## config.mk

```make
export PLATFORM = sky130hd
export DESIGN_NAME = dmem_arbiter
export DESIGN_NICKNAME = d
export VERILOG_FILES = /design/src/rtl/dmem_arb_pkg.sv /design/src/rtl/rr_arb2.sv /design/src/rtl/dmem_arbiter.sv
export SDC_FILE = /design/constraint.sdc
export NUM_CORES = 1
export LEC_CHECK = 0
export ABC_CLOCK_PERIOD_IN_PS = 1600
export CORE_ASPECT_RATIO = 1.5
export CORE_MARGIN = 4
export CORE_UTILIZATION = 36
export CTS_CLUSTER_SIZE = 16
export DETAILED_ROUTE_END_ITERATION = 7
export PLACE_DENSITY = 0.78
export SLEW_MARGIN = 20
export SYNTH_ARGS = -nofsm -noshare
export SYNTH_HDL_FRONTEND = slang
export SYNTH_SLANG_ARGS = --single-unit
export TNS_END_PERCENT = 20
```

## constraint.sdc

```tcl
create_clock -name clock -period 1.6 [get_ports clock]
set_clock_uncertainty 0.05 [all_clocks]
set_input_delay 0.4 -clock clock [delete_from_list [all_inputs] [get_ports clock]]
set_output_delay 0.4 -clock clock [all_outputs]
set_load 0.03 [all_outputs]
```

## src/rtl/dmem_arb_pkg.sv

```systemverilog
// Shared types for the data-memory arbiter.
// FSM state encoding and port index constants.
package dmem_arb_pkg;

  typedef enum logic [1:0] {
    IDLE   = 2'd0,
    ACCESS = 2'd1,
    RESP   = 2'd2
  } arb_state_t;

  localparam logic PORT_CPU = 1'b0;
  localparam logic PORT_AUX = 1'b1;

endpackage

```

## src/rtl/rr_arb2.sv

```systemverilog
// Two-way round-robin picker, purely combinational.
// On a tie the port that did not win last time is chosen.
module rr_arb2
  import dmem_arb_pkg::*;
(
  input  logic [1:0] req,
  input  logic       last,
  output logic       any,
  output logic       winner
);

  assign any    = |req;
  assign winner = (&req) ? ~last : req[PORT_AUX];

endmodule

```

## src/rtl/dmem_arbiter.sv

```systemverilog
// Arbiter/sequencer sharing one single-ported dmem between the CPU
// port and an auxiliary master; one access every ACCESS cycle.
module dmem_arbiter
  import dmem_arb_pkg::*;
#(
  parameter int Abits = 32,
  parameter int Dbits = 32
) (
  input  logic             clock,
  input  logic             reset,
  input  logic             p0_req,
  input  logic             p0_wr,
  input  logic [Abits-1:0] p0_addr,
  input  logic [Dbits-1:0] p0_wdata,
  output logic             p0_gnt,
  output logic             p0_rvalid,
  output logic [Dbits-1:0] p0_rdata,
  input  logic             p1_req,
  input  logic             p1_wr,
  input  logic [Abits-1:0] p1_addr,
  input  logic [Dbits-1:0] p1_wdata,
  output logic             p1_gnt,
  output logic             p1_rvalid,
  output logic [Dbits-1:0] p1_rdata,
  output logic             mem_wr,
  output logic [Abits-1:0] mem_addr,
  output logic [Dbits-1:0] mem_writedata,
  input  logic [Dbits-1:0] mem_readdata,
  output logic             busy
);

  arb_state_t       state;
  logic             cmd_wr;
  logic [Abits-1:0] cmd_addr;
  logic [Dbits-1:0] cmd_wdata;
  logic             cmd_port;
  logic             last;
  logic [Dbits-1:0] rsp;

  logic             any;
  logic             winner;
  logic             arb_last;
  logic             sel_wr;
  logic [Abits-1:0] sel_addr;
  logic [Dbits-1:0] sel_wdata;

  // In RESP the pointer update is still in flight, so use the
  // current winner directly to keep back-to-back ties fair.
  assign arb_last = (state == RESP) ? cmd_port : last;

  rr_arb2 u_rr (
    .req    ({p1_req, p0_req}),
    .last   (arb_last),
    .any    (any),
    .winner (winner)
  );

  assign sel_wr    = winner ? p1_wr    : p0_wr;
  assign sel_addr  = winner ? p1_addr  : p0_addr;
  assign sel_wdata = winner ? p1_wdata : p0_wdata;

  always_ff @(posedge clock) begin
    if (reset) begin
      state     <= IDLE;
      cmd_wr    <= 1'b0;
      cmd_addr  <= '0;
      cmd_wdata <= '0;
      cmd_port  <= PORT_CPU;
      last      <= PORT_AUX;
      rsp       <= '0;
    end else begin
      unique case (state)
        IDLE, RESP: begin
          if (state == RESP) begin
            last <= cmd_port;
          end
          if (any) begin
            cmd_wr    <= sel_wr;
            cmd_addr  <= sel_addr;
            cmd_wdata <= sel_wdata;
            cmd_port  <= winner;
            state     <= ACCESS;
          end else begin
            state <= IDLE;
          end
        end
        ACCESS: begin
          if (!cmd_wr) begin
            rsp <= mem_readdata;
          end
          state <= RESP;
        end
        default: state <= IDLE;
      endcase
    end
  end

  assign p0_gnt    = (state == ACCESS) && (cmd_port == PORT_CPU);
  assign p1_gnt    = (state == ACCESS) && (cmd_port == PORT_AUX);
  assign p0_rvalid = (state == RESP) && (cmd_port == PORT_CPU);
  assign p1_rvalid = (state == RESP) && (cmd_port == PORT_AUX);
  assign p0_rdata  = rsp;
  assign p1_rdata  = rsp;

  // Reset gates the strobe combinationally so an in-flight write aborts.
  assign mem_wr        = (state == ACCESS) && cmd_wr && !reset;
  assign mem_addr      = cmd_addr;
  assign mem_writedata = cmd_wdata;
  assign busy          = (state != IDLE);

endmodule

```

---- After elaboration in Yosys (flattened, before gate mapping) ----
Cells that the tools add are included.
storage, ports and cells
  register bits after elaboration ......... 101
  bits in latches ......................... 0
  memory bits (writable) .................. 0
  memory bits (read-only) ................. 0
  bits of input ports ..................... 166
  output and inout port bits .............. 134
  logic and storage cells ................. 33
  memories ................................ 0
operators by class
  $add $sub $neg .......................... 0
  $mul .................................... 0
  divide/modulo/power cells ............... 0
  magnitude comparators ................... 0
  equality and inequality tests ........... 2
  shift-type cells ........................ 0
  multiplexer cells ....................... 7
  bitwise logic cells ..................... 3
  reductions and logical operators ........ 14
operators with widths
  cell                number
  $mux 32             2
  $logic_and 1x1->1   6
  $reduce_and 2->1    3
  $mux 1              4
  $pmux 2 s2          1
  $reduce_or 2->1     2
  $not 1->1           3
  $eq 2x1->1 const B  1
  $eq 2x2->1 const B  1
  $logic_not 2->1     1
  $reduce_bool 2->1   1
  $logic_not 1->1     1

---- Logic depth before layout (Yosys ltp) ----
Gate-level depths: netlist (run 1).
  depth in word-level cells ............... 5
  mapped depth ............................ 6

---- By module ----
Synthesis (run 1) repeated with hierarchy kept, for this count alone.
unflattened totals
  cells, all modules ...................... 487
  area total of the unflattened synthesis .. 4430.5 µm²
by module, submodules not included
  module        times used  cells each  area each (µm²)  sequential area each (µm²)
  dmem_arbiter  1           485         4416.7           2021.9
  rr_arb2       1           2           13.8             0.0

---- Least setup slack after synthesis (run 1) ----
Ideal clock, no wire load.
  path type ............................... input to register
  start point ............................. input p1_req
  end point ............................... register cmd_wdata[11] (netlist: mem_writedata[11])
  library setup time ...................... 89 ps
  arrival time ............................ 1362 ps
  required time ........................... 1461 ps
  slack ................................... 99 ps
  cell stages on the path ................. 6
  cell sequence ........................... nor2_1 -> nor2_1 -> clkbuf_1 -> buf_2 -> nor2_1 -> a311oi_2
on the way
  word-level cells in the longest chain between the ends .. 3
  elaborated cells on any way between the ends .. 5
ends and longest elaborated chain
  element               RTL line            RTL
  from (decl)           dmem_arbiter.sv:18  input logic p1_req,
  $reduce_and 2->1      rr_arb2.sv:13       assign winner = (&req) ? ~last : req[PORT_AUX];
  $mux 1                rr_arb2.sv:13
  $mux 32               dmem_arbiter.sv:60  assign sel_wdata = winner ? p1_wdata : p0_wdata;
  to (signal assigned)  dmem_arbiter.sv:80  cmd_wdata <= sel_wdata;
  to (decl)             dmem_arbiter.sv:35  logic [Dbits-1:0] cmd_wdata;
Several ways; a longest one is shown, not always the timed one.
A chain may end at the register's enable or synchronous reset.

---- Worst setup path after layout (run 1) ----
  start point ............................. register state[0]
  end point ............................... output p1_rvalid
on the way
  word-level cells in the longest chain between the ends .. 2
ends and longest elaborated chain
  element                 RTL line             RTL
  from (decl)             dmem_arbiter.sv:32   arb_state_t state;
  from (signal assigned)  dmem_arbiter.sv:64   state <= IDLE;
  from (signal assigned)  dmem_arbiter.sv:82   state <= ACCESS;
  from (signal assigned)  dmem_arbiter.sv:84   state <= IDLE;
  $eq 2x2->1              dmem_arbiter.sv:101  assign p1_rvalid = (state == RESP) && (cmd_port == PORT_AUX);
  $logic_and 1x1->1       dmem_arbiter.sv:101
  to (decl)               dmem_arbiter.sv:23   output logic p1_rvalid,
Every way passes these cells.

==> qor.csv, run 1 <==
metric;value;unit
outcome;complete, but fails checks;
failing checks;setup timing;
Mapped Area;0.00449;mm^2
CP dominant cell by count;buf_6;
Routed WL;16.9;mm
Net Sw Power;0.00236;W
Clock power frac;0.280;
CTS Root Cell;clkbuf_16;
CTS tree;yes;
fin. max-slew vios;0;
slowest CP cell;dfxtp_4;
internal power;0.00490;W
IO Port Bufs;299;
R2R Setup Slk;-0.05;ns
post-synthesis cell type count;21;
max-cap viol count;0;
vias in the first global route;4786;
maximum VDD drop;0.000462;V
layout cells sized above 1;0.154;
first-pass GRT wire length;23.8;mm
worst hold start;reset;
critical path class;flop to output pin;
Routed Antenna Nets;0;
syn nets;724;
switching share of power;0.325;
Setup crit start kind;flop;
crit end category;output pin;
hold_buf cts;0;
Pre-Repair DR Iteration Count;5;
Crit path required time;1.15;ns
P_leak;3.52;nW
H-tree Lvls;3;
mean post-synth cell area;8.05;um^2
GPL Wtd Cong;0.870;
Rows;49;
RSZ-0062 raised after global routing;yes;
DP Worst Slack;-0.489;ns
Die W;99.2;um
largest net degree at the start of global routing;101;
number of hold violations in the final report;0;
Worst-path clk slew;0.06;ns
Comb pwr share;0.325;
min-delay worst type;primary input to flop;
worst r2r src;state[1]$_SDFF_PP0_;
die height;145;um
crit-path max cell delay;0.38;ns
Initial Utilization;0.370;
final worst slack;-0.0798;ns
Global Route Usage Sum;0.206;
core footprint;0.0121;mm^2
Final Setup Violations;36;
initial antenna violation count;0;
Worst Hold End;state[1]$_SDFF_PP0_;
diode count;0;
Power Total;0.00726;W
DP HPWL;12.2;mm
WL/cell;17.3;um
register area share after synthesis;0.450;
Syn. warnings;0;
Max-Slew Margin vs Limit;0.623;
Layout Nets;990;
Peak Freq;595;MHz
R2R depth;7;
Die ar.;0.0144;mm^2
clk sink count;101;
RR Endpoint;mem_addr[10]$_SDFFE_PP0P_;
P&R area growth vs syn;80.0;%
GR Overflow Total;0;
Vias/cell;5.04;
Least-Margin Pin Slew;0.566;ns
sequential power share;0.395;
min Tclk post-route;1.68;ns
Synth Register Bits;101;
Worst Path Max Fanout;6;
I/O pin cnt;300;
clock buffer depth;2;
CP arrival;1.23;ns
Pwr Density;897;mW/mm^2
hold path cells;2;
final worst-path cycle share;1.05;
crit-path cells;buf_6 -> nand2b_4 -> nor2_4 -> buf_6;
CTS Buf Count;9;
Clock Latency Late Sink;0.34;ns
fillers;1027;
DRC;0;
initial DRC count;120;
Mapped Cells;558;
via count;4951;
==> power by group through the flow <==
stage	clock [W]	sequential (W)	combinational [W]
after floorplan	0	0.00333	0.000817
after global placement	0	0.00292	0.00232
after detailed placement	0	0.00293	0.00235
after CTS	0.00209	0.00287	0.00221
after global routing	0.00218	0.00290	0.00250
final	0.00203	0.00287	0.00236
==> metal layers <==
| layer | share of wire | global-route usage | vias up |
|---|---|---|---|
| met4 | 0.067 | 0.134 | 0 |
| met5 | 0 | 0 | - |
| met3 | 0.073 | 0.0484 | 67 |
| met2 | 0.52 | 0.373 | 233 |
| li1 | - | - | 2380 |
| met1 | 0.34 | 0.212 | 2271 |
==> worst max-delay path: cells and delay by family (launching register included) <==
family	cells	cell delay [ns]
DFF	1	0.38
buffers and inverters	2	0.26
and+or+nand+nor	2	0.25
==> sequential cells by signal, summed over array words and instances (netlist names) <==
name,cells
p0_rdata,32
last,1
mem_addr,32
mem_writedata,32
cmd_port,1
cmd_wr,1
state,2
==> Yosys cell counts (all sizes together) <==
master | instances | area (um^2)
a21oi | 32 | 160
nor2b | 2 | 12.5
o22ai | 1 | 6.26
nand4b | 1 | 8.76
o211a | 1 | 10.0
clkbuf | 27 | 101
a211o | 1 | 8.76
nand2 | 195 | 732
nor2 | 73 | 274
dfxtp | 101 | 2020
nor3 | 1 | 5.00
and2 | 1 | 6.26
inv | 1 | 3.75
o211ai | 1 | 12.5
a311oi | 65 | 757
buf | 51 | 349
or2 | 2 | 12.5
nand2b | 2 | 12.5
==> timing repair <==
| action | CTS | global route |
|---|---|---|
| pin swaps | 3 | 13 |
| buffers inserted | 4 | 3 |
| gates cloned | 0 | 7 |
| endpoints found under the setup margin | 202 | 123 |
| resized for setup | 153 | 57 |
==> worst max path at each step <==
stage | slack (ns) | depth (start not counted) | from | end
finish | -0.08 | 4 | state[0]$_SDFF_PP0_ | p1_rvalid
global route | -0.13 | 4 | state[1]$_SDFF_PP0_ | mem_wr
CTS | -0.12 | 4 | state[0]$_SDFF_PP0_ | p0_rvalid
detailed placement | -0.49 | 6 | p0_req | mem_addr[24]$_SDFFE_PP0P_
global placement | -0.42 | 6 | p0_req | mem_addr[26]$_SDFFE_PP0P_
floorplan | 0.1 | 6 | p1_req | mem_writedata[11]$_SDFFE_PP0P_
==> placed cells by master (no fill, tap or decap), types with 4 or more instances in the layout <==
cell type / instances
clkbuf_16: 14
buf_4: 11
dfxtp_1: 98
a311oi_2: 45
a311oi_1: 20
nand2_1: 193
clkdlybuf4s15_1: 16
dlygate4sd2_1: 104
clkbuf_2: 5
clkdlybuf4s50_1: 162
nor2_1: 66
nor2_4: 4
buf_12: 15
a21oi_1: 32
buf_6: 11
==> layout make-up <==
type / count / area (um^2) / share of cell area
clock buffer: 11 / 243 / 0.0300
clock inverter: 5 / 35.0 / 0.00433
inverter: 1 / 3.75 / 0.000464
multi-input combinational: 378 / 2190 / 0.271
sequential: 101 / 2030 / 0.251
tap: 153 / 191 / 0.0237
timing repair buffer: 333 / 3400 / 0.420
==> stage by stage <==
stage	util	cells	hold WS, ns	TNS (ns)	area [um^2]
floorplan	-	558	0.386	0	4490
global placement	0.621	952	0.406	-24.23	7540
detailed placement	0.621	952	0.412	-27.06	7540
CTS	0.639	972	0.188	-2.66	7760
global route	0.667	982	0.193	-4.81	8090
finish	0.667	982	0.201	-0.757	8090
==> cells by family (layout without fill, tap and decap cells) <==
logic type	count (synthesis)	count (layout)	share of synthesized area
flops	101	101	0.450
buf+inv	79	350	0.101
compound gates	101	101	0.212
simple gates	277	277	0.237
(Power assumes the default switching activity.)
==> run 2, diff against run 1 <==
--- a/config.mk
+++ b/config.mk
@@ -11,7 +11,7 @@
 export CORE_UTILIZATION = 36
 export CTS_CLUSTER_SIZE = 16
 export DETAILED_ROUTE_END_ITERATION = 7
-export PLACE_DENSITY = 0.78
+export PLACE_DENSITY = 0.91
 export SLEW_MARGIN = 20
 export SYNTH_ARGS = -nofsm -noshare
 export SYNTH_HDL_FRONTEND = slang
==> run 2 against run 1 <==
  * The flow still finishes with violations (setup timing)
  * Worst setup slack worse by 0.069 ns
  * Non-clock buffer count up 27
  * Clock power up 7%
  * Core utilization up 4.6 points
  * Sequential share of layout area down 1.7 points
  * Largest cell class unchanged
  * Fmax down 4.0%
  * Cell count up 2.7%
  * Critical endpoint is now mem_addr[31]$_SDFFE_PP0P_
  * First-iteration DRC count up 7.5%
==> qor.csv, run 2 (synthesized netlist as in run 1, its figures left out) <==
metric;value;unit
hold path cells;3;
Peak Freq;572;MHz
RR Endpoint;mem_addr[31]$_SDFFE_PP0P_;
Worst Path Max Fanout;8;
R2R Setup Slk;-0.15;ns
Critical path origin;state[0]$_SDFF_PP0_;
clock buffer depth;2;
Initial Utilization;0.370;
min-delay worst type;primary input to flop;
Pwr Density;888;mW/mm^2
final worst-path cycle share;1.09;
Placement Cell Area;0.00755;mm^2
critical path class;flop to flop;
initial antenna violation count;0;
CP arrival;1.91;ns
diode count;0;
Worst-path clk slew;0.07;ns
CTS tree;yes;
Die ar.;0.0144;mm^2
Rows;49;
initial DRC count;129;
fin. max-slew vios;0;
final worst slack;-0.149;ns
maximum VDD drop;0.000600;V
Worst Hold End;state[1]$_SDFF_PP0_;
Layout Nets;1017;
Pre-Repair DR Iteration Count;6;
GR Overflow Total;0;
commonest cells after routing, fill and taps aside;nand2_1, clkdlybuf4s50_1, dlygate4sd2_1;
Vias/cell;5.13;
CTS Buf Count;9;
commonest non-fill, non-tap cell in the layout;nand2_1;
H-tree Lvls;3;
Crit path required time;1.76;ns
Max-Slew Margin vs Limit;0.586;
vias in the first global route;4703;
outcome;complete, but fails checks;
worst r2r src;state[0]$_SDFF_PP0_;
core footprint;0.0121;mm^2
hold_buf cts;0;
first-pass GRT wire length;23.1;mm
RSZ-0062 raised after global routing;yes;
CTS Root Cell;clkbuf_16;
number of hold violations in the final report;0;
Global Route Usage Sum;0.202;
Finished Layout Cells;1009;
Final Setup Violations;46;
crit end category;flop;
GPL Wtd Cong;0.819;
IO Port Bufs;299;
dpl cells;953;
P&R area growth vs syn;92.5;%
die height;145;um
P_leak;3.84;nW
layout cells sized above 1;0.207;
via count;5175;
WL/cell;18.8;um
Die W;99.2;um
final instance area;0.00865;mm^2
min Tclk post-route;1.75;ns
Setup crit start kind;flop;
I/O pin cnt;300;
worst hold start;reset;
DP HPWL;11.9;mm
clk sink count;101;
Routed WL;19.0;mm
Least-Margin Pin Slew;0.621;ns
Routed Antenna Nets;0;
largest net degree at the start of global routing;63;
R2R depth;7;
failing checks;setup timing;
DRC;0;
max-cap viol count;0;
DP Worst Slack;-0.481;ns
Clock Latency Late Sink;0.33;ns
## run 2: power breakdown
group / total (W) / leakage (nW) / internal, W / switching, W
Clock: 0.00217 / 0.143 / 0.00125 / 0.000917
Sequential: 0.00287 / 0.835 / 0.00274 / 0.000131
Combinational: 0.00264 / 2.86 / 0.00123 / 0.00141
## run 2: per-stage QoR
stage               total power [W]   util  setup TNS (ns)  hold slack (ns)
floorplan                   0.00414      -               0            0.386
global placement            0.00524  0.622          -26.09            0.401
detailed placement          0.00528  0.622          -28.68            0.412
CTS                         0.00727  0.635           -4.60            0.327
global route                0.00798  0.713           -5.96            0.333
finish                      0.00768  0.713           -1.58            0.349
## run 2: how the worst max path moves through the flow
stage | to | depth (start not counted) | slack (ns)
after floorplan | mem_writedata[11]$_SDFFE_PP0P_ | 6 | 0.1
after global placement | mem_addr[24]$_SDFFE_PP0P_ | 6 | -0.40
after detailed placement | mem_addr[16]$_SDFFE_PP0P_ | 6 | -0.48
after CTS | mem_wr | 5 | -0.21
after global routing | mem_addr[31]$_SDFFE_PP0P_ | 7 | -0.17
final | mem_addr[31]$_SDFFE_PP0P_ | 7 | -0.15
## run 2: cell type report
class	count	area, um^2
Clock buffer	12	246
Clock inverter	4	47.5
Fill cell	890	3490
Inverter	1	3.75
Multi-Input combinational cell	378	2310
Sequential cell	101	2030
Tap cell	153	191
Timing Repair Buffer	360	3820
## run 2: repair_timing
action | 4_1_cts | 5_1_grt
endpoints found under the setup margin | 230 | 117
pin swaps | 2 | 65
setup buffers | 1 | 19
gates resized for setup | 135 | 96
cloned | 0 | 20
## run 2: per-layer routing
layer / part of all wire / global-route usage / routed length, um / up-vias
li1: - / - / - / 2449
met1: 0.35 / 0.197 / 6670 / 2432
met2: 0.54 / 0.378 / 10100 / 241
met3: 0.071 / 0.0633 / 1340 / 53
met4: 0.042 / 0.104 / 796 / 0
met5: 0 / 0 / 0 / -
## run 2: worst max-delay path, cell delays in order (launching register included)
cell,delay [ns]
dfxtp_4,0.37
nand4b_1,0.19
buf_4,0.15
o211a_4,0.22
buf_12,0.13
clkbuf_16,0.16
nand2_1,0.06
a311oi_1,0.30
==> run 3, diff against run 2 <==
--- a/config.mk
+++ b/config.mk
@@ -6,12 +6,11 @@
 export NUM_CORES = 1
 export LEC_CHECK = 0
 export ABC_CLOCK_PERIOD_IN_PS = 1600
-export CORE_ASPECT_RATIO = 1.5
-export CORE_MARGIN = 4
-export CORE_UTILIZATION = 36
-export CTS_CLUSTER_SIZE = 16
+export CORE_AREA = 4 4 116 118
 export DETAILED_ROUTE_END_ITERATION = 7
-export PLACE_DENSITY = 0.91
+export DIE_AREA = 0 0 120 122
+export DONT_BUFFER_PORTS = 1
+export PLACE_DENSITY = 0.6
 export SLEW_MARGIN = 20
 export SYNTH_ARGS = -nofsm -noshare
 export SYNTH_HDL_FRONTEND = slang
==> run 3 against run 2 <==
  * The run still ends with setup timing left
  * Largest cell class is now multi-input combinational cells
  * Worst setup slack better by 0.026 ns
  * Combinational power down 51%
  * Final area is 36% lower
  * Critical endpoint is now p1_gnt
  * Highest routed layer unchanged
  * Worst hold slack worse by 0.26 ns
  * Sequential share of layout area increased by 13 points
  * Die area increased by 1.9%
  * Clock-buffer cell count unchanged
  * First-iteration DRC count increased by 23%
  * Power down 12%
==> qor.csv, run 3 (synthesized netlist as in run 1, its figures left out) <==
metric;value;unit
final core occ;0.447;
P_leak;2.17;nW
Routed WL;14.4;mm
crit-path max cell delay;0.32;ns
crit end category;output pin;
Pwr Density;1210;mW/mm^2
CTS Root Cell;clkbuf_16;
Vias/cell;5.32;
R2R depth;6;
layout cells sized above 1;0.282;
number of hold violations in the final report;0;
dpl cells;706;
commonest cells after routing, fill and taps aside;nand2_1, dfxtp_1, nor2_1;
DP Worst Slack;-0.0727;ns
Rows;41;
largest net degree at the start of global routing;102;
CTS Buf Count;9;
Clock Latency Late Sink;0.33;ns
Pre-Repair DR Iteration Count;4;
first-pass GRT wire length;19.3;mm
Die W;120;um
via count;3933;
Least-Margin Pin Slew;0.402;ns
Global Route Usage Sum;0.168;
Layout Nets;728;
clk sink count;101;
GPL Wtd Cong;0.783;
final worst slack;-0.124;ns
min-delay worst type;primary input to flop;
Final Setup Violations;51;
fin. max-slew vios;0;
diode count;0;
P&R area growth vs syn;24.1;%
initial antenna violation count;0;
failing checks;setup timing;
initial DRC count;159;
commonest non-fill, non-tap cell in the layout;nand2_1;
RSZ-0062 raised after global routing;yes;
Max-Slew Margin vs Limit;0.731;
CTS tree;yes;
critical path class;flop to output pin;
register area;0.00203;mm^2
Bufs and invs on worst path;3;
vias in the first global route;3741;
DRC;0;
Routed Antenna Nets;0;
CP arrival;1.27;ns
R2R Setup Slk;-0.08;ns
Setup crit start kind;flop;
Worst-path clk slew;0.07;ns
Top delay family on crit path;buffers and inverters;
WL/cell;19.5;um
IO Port Bufs;0;
max-cap viol count;0;
I/O pin cnt;300;
final worst-path cycle share;1.08;
slowest CP cell;dfxtp_2;
die height;122;um
min Tclk post-route;1.72;ns
outcome;complete, but fails checks;
Peak Freq;580;MHz
H-tree Lvls;3;
crit-path cells;buf_6 -> nand2b_4 -> buf_6 -> nor2_2 -> buf_6;
total number of cells along the worst setup path;5;
maximum VDD drop;0.000508;V
Die ar.;0.0146;mm^2
final hold slack;0.0860;ns
Finished Layout Cells;739;
Initial Utilization;0.361;
core footprint;0.0125;mm^2
Crit path required time;1.15;ns
CP dominant cell by count;buf_6;
hold path cells;1;
fillers;1235;
Worst Path Max Fanout;4;
area of the multi-input gates;0.00222;mm^2
clock buffer depth;2;
DP HPWL;9.66;mm
hold_buf cts;0;
GR Overflow Total;0;
==> run 3: cell count changes in the layout (fill, tap and decap cells not counted), sizes merged <==
cell / before / now
clkdlybuf4s15: 10 / 0
dlygate4sd2: 117 / 0
clkinvlp: 1 / 0
clkdlybuf4s50: 162 / 0
clkbuf: 27 / 19
clkinv: 2 / 3
dlymetal6s2s: 1 / 0
buf: 55 / 64
==> run 3: per-layer routing <==
layer  GRT usage  share of wire  wire length (um)  vias to the layer above
li1            -              -                 -                     1862
met1       0.173           0.37              5320                     1824
met2       0.309           0.51              7400                      220
met3      0.0599          0.096              1380                       27
met4      0.0651          0.022               323                        0
met5           0              0                 0                        -
==> run 3: through the flow <==
step | total power (W) | setup TNS, ns | cell area [um^2]
4_1_cts | 0.00665 | -2.07 | 5140
5_1_grt | 0.00705 | -8.19 | 5580
3_3_place_gp | 0.00433 | 0 | 4780
6_report | 0.00676 | -2.37 | 5580
2_1_floorplan | 0.00414 | 0 | 4490
3_5_place_dp | 0.00437 | -1.16 | 4780
==> run 3: final timing paths <==
path	to	startpoint
max	p1_gnt	state[1]$_SDFF_PP0_
min	mem_writedata[31]$_SDFFE_PP0P_	reset
max reg2reg	mem_addr[14]$_SDFFE_PP0P_	state[0]$_SDFF_PP0_
min reg2reg	p0_rdata[0]$_SDFFE_PP0P_	p0_rdata[0]$_SDFFE_PP0P_
==> run 3: timing repair <==
action,CTS,global route
endpoints found under the hold margin,0,0
gates resized for setup,12,43
pin swaps,1,20
setup buffers,1,6
cloned,0,10
setup endpoints to repair,49,68
==> run 3: layout make-up <==
cell class | instances | area share
clock inverters | 4 | 0.0101
clock buffers | 12 | 0.0460
well taps | 172 | 0.0386
multi-input cells | 378 | 0.398
inverters | 1 | 0.000673
flip-flops and latches | 101 | 0.364
repair buffers | 71 | 0.143
==> run 3: power by group <==
part           switching [W]  internal (W)  leakage (nW)  total (W)
logic               0.000780      0.000511          1.18    0.00129
registers           0.000481       0.00274         0.836    0.00322
clock network       0.000939       0.00131         0.153    0.00225
